<file path="config.mk">
export PLATFORM = sky130hd
export DESIGN_NAME = wb_fifo_initiator
export DESIGN_NICKNAME = d
export VERILOG_FILES = /design/src/rtl/wb_fifo_initiator_pkg.sv /design/src/rtl/wb_timeout_counter.sv /design/src/rtl/wb_fifo_initiator.sv
export SDC_FILE = /design/constraint.sdc
export NUM_CORES = 1
export LEC_CHECK = 0
export BUFFER_PORTS_ARGS = -buffer_cell sky130_fd_sc_hd__buf_2
export CELL_PAD_IN_SITES_DETAIL_PLACEMENT = 1
export CELL_PAD_IN_SITES_GLOBAL_PLACEMENT = 1
export CORE_ASPECT_RATIO = 0.6
export CORE_MARGIN = 3
export CORE_UTILIZATION = 35
export CTS_BUF_LIST = sky130_fd_sc_hd__clkbuf_4 sky130_fd_sc_hd__clkbuf_8 sky130_fd_sc_hd__clkbuf_16
export DETAILED_ROUTE_END_ITERATION = 10
export PLACE_DENSITY = 0.81
export SYNTH_ARGS = -nofsm -noshare
export SYNTH_HDL_FRONTEND = slang
export SYNTH_SLANG_ARGS = --single-unit
export TNS_END_PERCENT = 50
</file>
<file path="constraint.sdc">
create_clock -name wb_clk_i -period 9.81 [get_ports wb_clk_i]
set_input_delay 0.4905 -clock wb_clk_i [delete_from_list [all_inputs] [get_ports wb_clk_i]]
set_output_delay 0.4905 -clock wb_clk_i [all_outputs]
set_load 0.02 [all_outputs]
</file>
<file path="src/rtl/wb_fifo_initiator_pkg.sv">
// Shared types and constants for the Wishbone FIFO initiator.
// Register map and STATUS layout match the FIFO slave wrapper.
package wb_fifo_initiator_pkg;

    typedef enum logic [1:0] {
        ST_IDLE,
        ST_REQ,
        ST_WAIT,
        ST_RSP
    } state_e;

    localparam logic [7:0] REG_DATA      = 8'h00;
    localparam logic [7:0] REG_STATUS    = 8'h04;
    localparam logic [7:0] REG_CONTROL   = 8'h08;
    localparam logic [7:0] REG_MAX_LEVEL = 8'h0C;

    localparam int STAT_EMPTY        = 0;
    localparam int STAT_FULL         = 1;
    localparam int STAT_ALMOST_EMPTY = 2;
    localparam int STAT_ALMOST_FULL  = 3;
    localparam int STAT_OVERFLOW     = 4;
    localparam int STAT_UNDERFLOW    = 5;
    localparam int STAT_LEVEL_LSB    = 16;
    localparam int STAT_LEVEL_MSB    = 31;

    // A disabled timeout still needs a one-bit counter.
    function automatic int cnt_width(input int cycles);
        return (cycles > 0) ? $clog2(cycles + 1) : 1;
    endfunction

endpackage

</file>
<file path="src/rtl/wb_timeout_counter.sv">
// Saturating cycle counter that flags the cycle on which the limit
// is reached; a zero limit never expires.
module wb_timeout_counter #(
    parameter int W = 9
) (
    input  logic         clk_i,
    input  logic         rst_i,
    input  logic         clear,
    input  logic         enable,
    input  logic [W-1:0] limit,
    output logic         expired
);

    localparam logic [W-1:0] ONE = W'(1);

    logic [W-1:0] cnt_q;
    logic [W-1:0] cnt_d;

    always_comb begin
        cnt_d = cnt_q;
        if (clear) begin
            cnt_d = '0;
        end else if (enable && (cnt_q < limit)) begin
            cnt_d = cnt_q + ONE;
        end
    end

    always_ff @(posedge clk_i or posedge rst_i) begin
        if (rst_i) cnt_q <= '0;
        else       cnt_q <= cnt_d;
    end

    // True in the cycle whose closing edge brings the count to limit.
    assign expired = enable && (limit != '0) && (cnt_q >= limit - ONE);

endmodule

</file>
<file path="src/rtl/wb_fifo_initiator.sv">
// Command/response to Wishbone B4 pipelined single-cycle initiator
// with stall support and a programmable bus timeout.
module wb_fifo_initiator
    import wb_fifo_initiator_pkg::*;
#(
    parameter int ADDR_WIDTH     = 32,
    parameter int DATA_WIDTH     = 32,
    parameter int TIMEOUT_CYCLES = 256
) (
    input  logic                    wb_clk_i,
    input  logic                    wb_rst_i,
    input  logic                    cmd_valid,
    output logic                    cmd_ready,
    input  logic                    cmd_we,
    input  logic [ADDR_WIDTH-1:0]   cmd_addr,
    input  logic [DATA_WIDTH-1:0]   cmd_wdata,
    input  logic [DATA_WIDTH/8-1:0] cmd_sel,
    output logic                    rsp_valid,
    input  logic                    rsp_ready,
    output logic [DATA_WIDTH-1:0]   rsp_rdata,
    output logic                    rsp_err,
    output logic                    rsp_timeout,
    output logic                    busy,
    output logic [ADDR_WIDTH-1:0]   wb_adr_o,
    output logic [DATA_WIDTH-1:0]   wb_dat_o,
    input  logic [DATA_WIDTH-1:0]   wb_dat_i,
    output logic                    wb_we_o,
    output logic [DATA_WIDTH/8-1:0] wb_sel_o,
    output logic                    wb_cyc_o,
    output logic                    wb_stb_o,
    input  logic                    wb_ack_i,
    input  logic                    wb_err_i,
    input  logic                    wb_stall_i
);

    localparam int CW = cnt_width(TIMEOUT_CYCLES);
    localparam logic [CW-1:0] LIMIT = CW'(TIMEOUT_CYCLES);

    state_e state_q, state_d;

    logic [ADDR_WIDTH-1:0]   adr_q, adr_d;
    logic [DATA_WIDTH-1:0]   dat_q, dat_d;
    logic                    we_q, we_d;
    logic [DATA_WIDTH/8-1:0] sel_q, sel_d;
    logic                    cyc_q, cyc_d;
    logic                    stb_q, stb_d;
    logic                    rvld_q, rvld_d;
    logic                    rerr_q, rerr_d;
    logic                    rto_q, rto_d;
    logic [DATA_WIDTH-1:0]   rdat_q, rdat_d;

    logic on_bus;
    logic term;
    logic expired;

    assign on_bus = (state_q == ST_REQ) || (state_q == ST_WAIT);
    assign term   = wb_ack_i || wb_err_i;

    wb_timeout_counter #(.W(CW)) u_tmo (
        .clk_i   (wb_clk_i),
        .rst_i   (wb_rst_i),
        .clear   ((state_q == ST_IDLE) && cmd_valid),
        .enable  (on_bus),
        .limit   (LIMIT),
        .expired (expired)
    );

    always_ff @(posedge wb_clk_i or posedge wb_rst_i) begin
        if (wb_rst_i) state_q <= ST_IDLE;
        else          state_q <= state_d;
    end

    always_comb begin
        state_d = state_q;
        unique case (state_q)
            ST_IDLE: if (cmd_valid) state_d = ST_REQ;
            ST_REQ: begin
                if (term || expired) state_d = ST_RSP;
                else if (!wb_stall_i) state_d = ST_WAIT;
            end
            ST_WAIT: if (term || expired) state_d = ST_RSP;
            ST_RSP:  if (rsp_ready) state_d = ST_IDLE;
            default: state_d = ST_IDLE;
        endcase
    end

    always_comb begin
        adr_d  = adr_q;
        dat_d  = dat_q;
        we_d   = we_q;
        sel_d  = sel_q;
        cyc_d  = cyc_q;
        stb_d  = stb_q;
        rvld_d = rvld_q;
        rerr_d = rerr_q;
        rto_d  = rto_q;
        rdat_d = rdat_q;
        unique case (state_q)
            ST_IDLE: begin
                if (cmd_valid) begin
                    adr_d = cmd_addr;
                    dat_d = cmd_wdata;
                    we_d  = cmd_we;
                    sel_d = cmd_sel;
                    cyc_d = 1'b1;
                    stb_d = 1'b1;
                end
            end
            ST_REQ, ST_WAIT: begin
                if (term) begin
                    cyc_d  = 1'b0;
                    stb_d  = 1'b0;
                    rvld_d = 1'b1;
                    rerr_d = wb_err_i;
                    rto_d  = 1'b0;
                    rdat_d = (wb_ack_i && !wb_err_i && !we_q) ? wb_dat_i : '0;
                end else if (expired) begin
                    cyc_d  = 1'b0;
                    stb_d  = 1'b0;
                    rvld_d = 1'b1;
                    rerr_d = 1'b1;
                    rto_d  = 1'b1;
                    rdat_d = '0;
                end else if ((state_q == ST_REQ) && !wb_stall_i) begin
                    stb_d = 1'b0;
                end
            end
            ST_RSP: begin
                if (rsp_ready) begin
                    rvld_d = 1'b0;
                    rerr_d = 1'b0;
                    rto_d  = 1'b0;
                    rdat_d = '0;
                end
            end
            default: ;
        endcase
    end

    always_ff @(posedge wb_clk_i or posedge wb_rst_i) begin
        if (wb_rst_i) begin
            adr_q  <= '0;
            dat_q  <= '0;
            we_q   <= 1'b0;
            sel_q  <= '0;
            cyc_q  <= 1'b0;
            stb_q  <= 1'b0;
            rvld_q <= 1'b0;
            rerr_q <= 1'b0;
            rto_q  <= 1'b0;
            rdat_q <= '0;
        end else begin
            adr_q  <= adr_d;
            dat_q  <= dat_d;
            we_q   <= we_d;
            sel_q  <= sel_d;
            cyc_q  <= cyc_d;
            stb_q  <= stb_d;
            rvld_q <= rvld_d;
            rerr_q <= rerr_d;
            rto_q  <= rto_d;
            rdat_q <= rdat_d;
        end
    end

    assign cmd_ready   = (state_q == ST_IDLE);
    assign busy        = (state_q != ST_IDLE);
    assign wb_adr_o    = adr_q;
    assign wb_dat_o    = dat_q;
    assign wb_we_o     = we_q;
    assign wb_sel_o    = sel_q;
    assign wb_cyc_o    = cyc_q;
    assign wb_stb_o    = stb_q;
    assign rsp_valid   = rvld_q;
    assign rsp_err     = rerr_q;
    assign rsp_timeout = rto_q;
    assign rsp_rdata   = rdat_q;

endmodule

</file>
==> flow_metrics.py, run 1 <==
metrics = {
    "critical_path": {
        "cp_max_fo": 35,
        "crit_top_cell": "ha_1",
        "required_ns": 10.09,
        "startpoint_type": "register",
        "reg2reg_from": "u_tmo.cnt_q[0]$_DFFE_PP0P_",
        "path_buf_inv": 0,
        "cp_slowest_stage_delay_ns": 0.81,
        "cp_cell_sequence": "ha_1 > nand3_1 > nor2_1 > ha_1 > or4_4 > a31oi_4 > a211o_2 > mux2_2",
        "cp-end-kind": "register",
        "cp.depth": 8,
        "crit_type": "reg -> reg",
        "slowest_stage": "a211o_2",
        "reg2regPathDepth": 8,
        "startpoint": "u_tmo.cnt_q[0]$_DFFE_PP0P_",
        "critPathArrivalTime_ns": 3.39,
        "path_delay_family": "compound AO/OA/AOI/OAI gates",
    },
    "worst_hold_path": {
        "hold_path_class": "in -> async",
    },
    "drt": {
        "dr.first_iter.drc_count": 135,
        "remaining_drc_errors": 0,
        "vias": 3747,
        "vias_per_cell": 4.65,
        "drt-total-wl_um": 13300,
        "wl_per_cell_um": 16.6,
        "ant_nets": 0,
        "firstDrtPassIters": 4,
    },
    "yosys": {
        "synth_cell_types": 38,
        "yosysMostFrequentCell": "dfrtp_1",
        "synthArstFlopShare_pct": 100,
        "yosysSeqAreaShare_pct": 59.0,
        "synthCells": 382,
        "synthTopCellsByCount": "dfrtp_1 (117), mux2_2 (72), inv_1 (40)",
        "synth_edf_count": 0,
        "synth_top_area_share_pct": 59.0,
        "synthesis.area_um2": 4960,
        "synth_ff_type": "dfrtp_1",
        "postSynthAreaPerCell_um2": 13.0,
        "yosys-top-cells-area": "dfrtp_1 (59%), mux2_2 (16%), mux2i_1 (6.9%)",
        "yosysTopAreaCell": "dfrtp_1",
        "syn_nets": 497,
        "synth-seq-cells": 117,
        "yosys_warnings": 0,
    },
    "sta": {
        "fmax_ghz": 0.322,
        "post-route-period-util_pct": 31.7,
        "slew_viol_final": 0,
        "finClkSkew_ns": 0.0130,
        "final-hold-violation-count": 0,
        "layout_setup_ws_ns": 6.70,
        "final.setup.tns_ns": 0,
        "finalSetupViolations": 0,
        "slew_headroom_pct": 33.4,
        "worst_slew_pin_slew_ns": 1.00,
        "rsz0062_at_grt": "no",
        "period_minus_slack_ns": 3.11,
    },
    "floorplan": {
        "fp.dieH_um": 98.2,
        "start_util_pct": 36.1,
        "die_area_um2": 15700,
        "row_count": 33,
        "pin_count": 216,
        "design.core.area_um2": 13700,
        "die_x_um": 160,
    },
    "cts": {
        "root_buffer": "clkbuf_16",
        "cts_inserted_buffers": 17,
        "tritoncts": "done",
        "cts_hold_buffers": 0,
        "cts_resized": 0,
        "post-cts-setup-buffer-count": 0,
        "insertion_delay_ns": 0.41,
        "cts.sinks": 117,
        "clkTransAtPathRegs_ns": 0.06,
        "htreeDepth": 4,
        "cts_buffer_depth": 2,
    },
    "final_layout": {
        "drive_gt1_share_pct": 54.0,
        "layoutNonFillerInstCount": 805,
        "antennaDiodeCount": 0,
        "fillers": 1510,
        "nNetsFinal": 716,
        "area_growth_pct": 37.2,
        "finalCoreUtilization_pct": 49.5,
        "multiInputGateArea_um2": 1760,
        "seq_area_um2": 2930,
    },
    "pwr": {
        "power.density_nw_per_um2": 372,
        "vdd.ir_drop.worst_uv": 162,
        "p_leak_nw": 3.43,
    },
    "placed_design": {
        "dp_slack_ns": 6.66,
        "placed_cells": 774,
        "portBuffers": 215,
        "dp_hpwl_um": 9950,
        "gp_congestion": 0.830,
    },
    "global_routing": {
        "antenna_found_initial": 3,
        "grt_remaining_overflow": 0,
        "grt_max_degree": 80,
        "grt_pass1_wl_um": 22400,
        "grt_pass1_vias": 4322,
        "grt_usage_pct": 17.8,
    },
    "outcome": {
        "outcome": "complete, no violations",
    },
    "run": {
        "maxCapViolations": 0,
    },
}
-- routing by layer --
metal	up-vias	wire [um]	GRT usage [%]	part of all wire (%)
met5	-	34	0	0.26
met4	6	123	4.51	0.92
met3	17	1180	7.97	8.8
met2	140	6330	30.2	47
met1	1869	5660	20.7	42
li1	1715	-	-	-
-- cell families (layout without fill, tap and decap cells) --
| group | count (synthesis) | after routing | share of synthesized area (%) |
|---|---|---|---|
| flip-flops | 117 | 117 | 59.0 |
| multiplexers | 106 | 106 | 23.2 |
| AND/OR/NAND/NOR | 72 | 72 | 6.84 |
| buffers and inverters | 57 | 288 | 5.57 |
| AO/OA/AOI/OAI | 17 | 17 | 2.52 |
| adder cells (fa/ha/maj) | 7 | 7 | 1.77 |
| XOR/XNOR | 6 | 6 | 1.06 |
-- power by group --
group / internal (mW) / total (mW) / leakage, nW / switching [mW]
Clock: 0.427 / 0.659 / 0.300 / 0.232
Sequential: 0.696 / 0.819 / 1.46 / 0.123
Combinational: 0.437 / 1.05 / 1.67 / 0.614
Total: 1.56 / 2.53 / 3.43 / 0.969
-- per-stage QoR --
| step | hold WS (ns) | power (mW) | instance area, um2 |
|---|---|---|---|
| finish | 0.154 | 2.53 | 6800 |
| detailed placement | 0.490 | 1.90 | 6180 |
| floorplan | 0.519 | 1.59 | 4960 |
| global route | 0.192 | 2.68 | 6800 |
| global placement | 0.485 | 1.84 | 6180 |
| CTS | 0.168 | 2.57 | 6800 |
-- placed cells by master (no fill, tap or decap), drive strengths merged --
master / n
o21ai: 3
mux2i: 34
nand2: 38
and3: 2
clkinvlp: 2
buf: 217
clkbuf: 17
a31oi: 4
or3: 1
mux2: 72
nor3: 3
and4: 1
a21o: 1
and2: 2
nor4b: 1
nor2: 11
nor2b: 3
clkinv: 5
dfrtp: 117
a311o: 1
a211oi: 1
xor2: 4
nand3: 2
bufinv: 4
or4: 1
nand2b: 2
ha: 7
nand4: 4
a41oi: 1
a21oi: 5
xnor2: 2
a211o: 1
inv: 43
or3b: 1
-- registers in the layout (all words and copies together), names as in the netlist --
signal       flops
rsp_err          1
wb_adr_o        32
u_tmo.cnt_q      9
wb_dat_o        32
wb_sel_o         4
wb_we_o          1
wb_stb_o         1
rsp_timeout      1
wb_cyc_o         1
rsp_valid        1
rsp_rdata       32
state_q          2
-- worst paths after layout --
kind                                             end  slack (ns)
min in group wb_clk_i        wb_adr_o[8]$_DFFE_PP0P_        0.31
min reg2reg                 wb_dat_o[27]$_DFFE_PP0P_        0.50
max                          rsp_timeout$_DFFE_PP0P_        6.70
min                          wb_dat_o[4]$_DFFE_PP0P_        0.15
max in group asynchronous  rsp_rdata[24]$_DFFE_PP0P_        8.30
max reg2reg                  rsp_timeout$_DFFE_PP0P_        6.70
-- layout make-up --
class	instances	area share [%]
clock buffers	17	6.25
clock inverters	14	2.96
inverters	40	2.24
multi-input cells	208	25.9
flip-flops and latches	117	43.0
well taps	192	3.53
repair buffers	217	16.0
Note: power is estimated with default switching activity, not from simulation.
==> run 2: changes to the inputs <==
==> constraint.sdc (replaced) <==
create_clock -name wb_clk_i -period 2.9 [get_ports wb_clk_i]
set_input_delay 0.145 -clock wb_clk_i [delete_from_list [all_inputs] [get_ports wb_clk_i]]
set_output_delay 0.145 -clock wb_clk_i [all_outputs]
set_load 0.02 [all_outputs]
==> flow_metrics.py, run 2 (synthesized netlist as in run 1, its figures left out) <==
metrics = {
    "cts": {
        "insertion_delay_ns": 0.40,
        "cts.sinks": 117,
        "htreeDepth": 4,
        "clkTransAtPathRegs_ns": 0.06,
        "cts_buffer_depth": 2,
        "root_buffer": "clkbuf_16",
        "cts_inserted_buffers": 17,
        "tritoncts": "done",
        "cts_resized": 0,
    },
    "global_routing": {
        "antenna_found_initial": 0,
        "grt_remaining_overflow": 0,
        "grt_pass1_wl_um": 27400,
        "grt_max_degree": 58,
        "grt_usage_pct": 22.0,
        "grt_pass1_vias": 4929,
    },
    "floorplan": {
        "pin_count": 216,
        "die_area_um2": 15700,
        "fp.dieH_um": 98.2,
        "start_util_pct": 36.1,
        "die_x_um": 160,
        "design.core.area_um2": 13700,
        "row_count": 33,
    },
    "pwr": {
        "power_frac_clock_pct": 23.5,
        "p_int_mw": 5.19,
        "seqPwrFrac_pct": 32.5,
        "comb_power_share_pct": 44.0,
        "vdd.ir_drop.worst_uv": 574,
        "power.switching_mw": 3.52,
        "p_leak_nw": 3.83,
        "p_sw_share_pct": 40.4,
        "power.density_nw_per_um2": 1120,
    },
    "worst_hold_path": {
        "hold_path_class": "in -> reg",
        "min_path_cells": 3,
    },
    "critical_path": {
        "startpoint_type": "register",
        "cp_cell_sequence": "ha_1 > nand3_1 > nor2_1 > ha_1 > or4_4 > a31oi_4 > a211o_2 > buf_12 > mux2i_1",
        "crit_type": "reg -> reg",
        "critPathArrivalTime_ns": 2.88,
        "cp-end-kind": "register",
        "cp_slowest_stage_delay_ns": 0.55,
        "required_ns": 3.20,
        "crit_top_cell": "ha_1",
        "cp_max_fo": 33,
        "slowest_stage": "or4_4",
        "reg2regPathDepth": 9,
    },
    "sta": {
        "finClkSkew_ns": 0.00653,
        "rsz0062_at_grt": "no",
        "fmax_ghz": 0.388,
        "slew_headroom_pct": 40.1,
        "slew_viol_final": 0,
        "worst_slew_pin_slew_ns": 0.896,
        "final.setup.tns_ns": 0,
        "period_minus_slack_ns": 2.58,
        "final-hold-violation-count": 0,
        "finalSetupViolations": 0,
        "post-route-period-util_pct": 88.9,
        "layout_setup_ws_ns": 0.322,
    },
    "final_layout": {
        "area_growth_pct": 56.9,
        "antennaDiodeCount": 0,
        "final_cell_mix": "buf_2 (215), dfrtp_1 (117), dlygate4sd3_1 (95), mux2_2 (72), inv_1 (39)",
        "layout_commonest_cell": "buf_2",
        "fillers": 1465,
        "drive_gt1_share_pct": 47.2,
        "nNetsFinal": 816,
    },
    "drt": {
        "vias_per_cell": 4.63,
        "remaining_drc_errors": 0,
        "dr.first_iter.drc_count": 139,
        "wl_per_cell_um": 18.2,
        "vias": 4194,
        "firstDrtPassIters": 5,
        "ant_nets": 0,
        "drt-total-wl_um": 16500,
    },
    "outcome": {
        "outcome": "complete, no violations",
    },
    "placed_design": {
        "dp_slack_ns": 0.359,
        "gp_congestion": 0.754,
        "portBuffers": 215,
        "dp_hpwl_um": 10100,
    },
    "run": {
        "maxCapViolations": 0,
    },
}
==> run 2: path summary, 6_finish.rpt <==
kind,start,endpoint,slack [ns]
max in group asynchronous,wb_rst_i,rsp_rdata[21]$_DFFE_PP0P_,1.62
hold reg to reg,wb_dat_o[30]$_DFFE_PP0P_,wb_dat_o[30]$_DFFE_PP0P_,0.51
min in group asynchronous,wb_rst_i,wb_adr_o[10]$_DFFE_PP0P_,0.47
hold / removal,wb_dat_i[9],rsp_rdata[9]$_DFFE_PP0P_,0.008
setup / recovery,u_tmo.cnt_q[0]$_DFFE_PP0P_,rsp_rdata[4]$_DFFE_PP0P_,0.32
setup reg to reg,u_tmo.cnt_q[0]$_DFFE_PP0P_,rsp_rdata[4]$_DFFE_PP0P_,0.32
==> run 2: routing by layer <==
metal	track usage, %	share of wire (%)	vias to the layer above
li1	-	-	1922
met2	38.0	51	158
met3	7.04	6.5	12
met4	5.11	0.71	0
met5	0	0	-
met1	27.0	42	2102
==> run 2: cell type report <==
| type | instances | area (um2) | share of cell area [%] |
|---|---|---|---|
| Clock buffer | 18 | 433 | 5.56 |
| Clock inverter | 14 | 144 | 1.85 |
| Inverter | 40 | 154 | 1.98 |
| Multi-Input combinational cell | 208 | 1760 | 22.7 |
| Sequential cell | 117 | 2930 | 37.6 |
| Tap cell | 192 | 240 | 3.09 |
| Timing Repair Buffer | 317 | 2120 | 27.2 |
==> run 2: power by group through the flow <==
stage	logic [mW]	registers [mW]	clock network (mW)
after floorplan	1.81	3.58	0
after global placement	3.54	2.74	0
after detailed placement	3.68	2.79	0
after CTS	3.79	2.78	2.10
after global routing	4.10	2.92	2.18
final	3.83	2.83	2.05
==> run 2: timing repair <==
| action | CTS | global route |
|---|---|---|
| hold endpoints to repair | 133 | 0 |
| setup buffers | 0 | 0 |
| hold buffers | 95 | 0 |
==> run 2: worst max-delay path: cells and delay by family, from the launching register on <==
| family | cells | cell delay [ns] |
|---|---|---|
| AO/OA/AOI/OAI | 2 | 0.41 |
| adder cells (fa/ha/maj) | 2 | 0.45 |
| buffers and inverters | 1 | 0.25 |
| AND/OR/NAND/NOR | 3 | 0.70 |
| flip-flops | 1 | 0.41 |
| multiplexers | 1 | 0.25 |
==> run 2: per-stage QoR <==
step / hold slack, ns / std cells / cell area [um2] / utilization [%] / power [mW]
2_1_floorplan: 0.279 / 382 / 4960 / - / 5.39
3_3_place_gp: 0.343 / 779 / 6250 / 45.5 / 6.29
3_5_place_dp: 0.364 / 779 / 6250 / 45.5 / 6.47
4_1_cts: 0.00229 / 906 / 7780 / 56.6 / 8.67
5_1_grt: 0.0232 / 906 / 7780 / 56.6 / 9.20
6_report: 0.00815 / 906 / 7780 / 56.6 / 8.70
==> run 3: changes to the inputs <==
--- a/config.mk
+++ b/config.mk
@@ -14,6 +14,7 @@
 export CTS_BUF_LIST = sky130_fd_sc_hd__clkbuf_4 sky130_fd_sc_hd__clkbuf_8 sky130_fd_sc_hd__clkbuf_16
 export DETAILED_ROUTE_END_ITERATION = 10
 export PLACE_DENSITY = 0.81
+export REMOVE_ABC_BUFFERS = 1
 export SYNTH_ARGS = -nofsm -noshare
 export SYNTH_HDL_FRONTEND = slang
 export SYNTH_SLANG_ARGS = --single-unit
==> flow_metrics.py, run 3 (synthesized netlist as in run 1, its figures left out) <==
metrics = {
    "global_routing": {
        "grt_max_degree": 61,
        "grt_pass1_vias": 5041,
        "grt_usage_pct": 22.8,
        "grt_pass1_wl_um": 27900,
        "grt_remaining_overflow": 0,
        "antenna_found_initial": 0,
    },
    "outcome": {
        "outcome": "complete, no violations",
    },
    "pwr": {
        "vdd.ir_drop.worst_uv": 543,
        "total_power_mw": 8.82,
        "power.density_nw_per_um2": 1130,
        "p_leak_nw": 3.85,
    },
    "drt": {
        "vias_per_cell": 4.62,
        "firstDrtPassIters": 5,
        "drt-total-wl_um": 17400,
        "remaining_drc_errors": 0,
        "ant_nets": 0,
        "vias": 4196,
        "dr.first_iter.drc_count": 127,
        "wl_per_cell_um": 19.1,
    },
    "critical_path": {
        "reg2reg_from": "u_tmo.cnt_q[0]$_DFFE_PP0P_",
        "critPathArrivalTime_ns": 2.89,
        "cp_max_fo": 33,
        "slowest_stage": "or4_4",
        "required_ns": 3.21,
        "r2r_slack_ns": 0.32,
        "worstReg2RegEnd": "rsp_rdata[22]$_DFFE_PP0P_",
        "cp-end-kind": "register",
        "crit_type": "reg -> reg",
        "crit_top_cell": "ha_1",
        "startpoint_type": "register",
        "reg2regPathDepth": 9,
        "cp_slowest_stage_delay_ns": 0.55,
        "cp_cell_sequence": "ha_1 > nand3_1 > nor2_1 > ha_1 > or4_4 > a31oi_4 > a211o_2 > buf_12 > mux2i_1",
    },
    "cts": {
        "cts_hold_buffers": 98,
        "clkTransAtPathRegs_ns": 0.06,
        "cts_inserted_buffers": 17,
        "insertion_delay_ns": 0.41,
        "cts.sinks": 117,
        "tritoncts": "done",
        "cts_buffer_depth": 2,
        "root_buffer": "clkbuf_16",
        "htreeDepth": 4,
        "post-cts-setup-buffer-count": 0,
        "cts_resized": 0,
    },
    "floorplan": {
        "pin_count": 216,
        "design.core.area_um2": 13700,
        "die_x_um": 160,
        "row_count": 33,
        "start_util_pct": 36.1,
        "die_area_um2": 15700,
        "fp.dieH_um": 98.2,
    },
    "worst_hold_path": {
        "hold_start": "wb_dat_i[22]",
        "hold_path_class": "in -> reg",
        "min_path_cells": 3,
        "whs_endpoint": "rsp_rdata[22]$_DFFE_PP0P_",
    },
    "placed_design": {
        "dp_hpwl_um": 10600,
        "portBuffers": 215,
        "gp_congestion": 0.779,
        "placed_cells": 778,
    },
    "run": {
        "maxCapViolations": 0,
    },
    "sta": {
        "slew_viol_final": 0,
        "final.setup.tns_ns": 0,
        "final-hold-violation-count": 0,
        "finClkSkew_ns": 0.0142,
        "rsz0062_at_grt": "no",
        "fmax_ghz": 0.388,
        "post-route-period-util_pct": 88.9,
        "period_minus_slack_ns": 2.58,
        "finalSetupViolations": 0,
        "slew_headroom_pct": 69.0,
        "worst_slew_pin_slew_ns": 0.465,
    },
    "final_layout": {
        "antennaDiodeCount": 0,
        "drive_gt1_share_pct": 46.9,
        "layout_commonest_cell": "buf_2",
        "layoutNonFillerInstCount": 908,
        "area_growth_pct": 57.5,
        "final_cell_mix": "buf_2 (215), dfrtp_1 (117), dlygate4sd3_1 (98), mux2_2 (72), inv_1 (39)",
        "nNetsFinal": 818,
    },
}
run 3: power by group:
group          total, mW  internal (mW)  leakage (nW)  switching (mW)
Combinational       3.88           1.61          2.11            2.26
Sequential          2.84           2.36          1.46           0.483
Clock               2.10           1.28         0.277           0.817
Total               8.82           5.25          3.85            3.56
run 3: per-stage QoR:
stage | hold slack [ns] | utilization [%] | instance area (um2) | setup slack [ns]
final | 0.0207 | 56.8 | 7810 | 0.322
after global routing | 0.00692 | 56.8 | 7810 | 0.188
after CTS | 0.00190 | 56.8 | 7810 | 0.325
after detailed placement | 0.147 | 45.4 | 6240 | 0.336
after global placement | 0.136 | 45.4 | 6240 | 0.470
after floorplan | 0.279 | - | 4830 | -0.650
run 3: how the worst max path moves through the flow:
stage	slack (ns)	from	cells after the start	end
floorplan	-0.65	state_q[0]$_DFFE_PP0P_	4	rsp_rdata[0]$_DFFE_PP0P_
global route	0.19	u_tmo.cnt_q[0]$_DFFE_PP0P_	9	rsp_rdata[22]$_DFFE_PP0P_
finish	0.32	u_tmo.cnt_q[0]$_DFFE_PP0P_	9	rsp_rdata[22]$_DFFE_PP0P_
global placement	0.47	u_tmo.cnt_q[0]$_DFFE_PP0P_	9	rsp_rdata[0]$_DFFE_PP0P_
detailed placement	0.34	u_tmo.cnt_q[0]$_DFFE_PP0P_	9	rsp_rdata[22]$_DFFE_PP0P_
CTS	0.32	u_tmo.cnt_q[0]$_DFFE_PP0P_	9	rsp_rdata[22]$_DFFE_PP0P_
run 3: cell type report:
type	instances	area, um2
clock buffer	18	433
clock inverter	14	153
fill	1475	5940
inverter	40	153
multi-input combinational	208	1760
sequential	117	2930
tap	192	240
timing repair buffer	319	2140
run 3: layer usage:
layer  part of all wire [%]  vias up  wire, um  track usage (%)
li1                       -     1925         -                -
met3                    5.2       29       897             6.40
met5                      0        -         0                0
met4                    1.8        0       306             6.79
met1                     41     2104      7140             26.5
met2                     52      138      9040             41.2
run 3: critical path, delay by kind of cell, from the launching register on:
family | cells | cell delay, ns
and+or+nand+nor | 3 | 0.69
AOI/OAI and AO/OA | 2 | 0.40
muxes | 1 | 0.26
buffers and inverters | 1 | 0.25
DFF | 1 | 0.41
adders and majority gates | 2 | 0.44
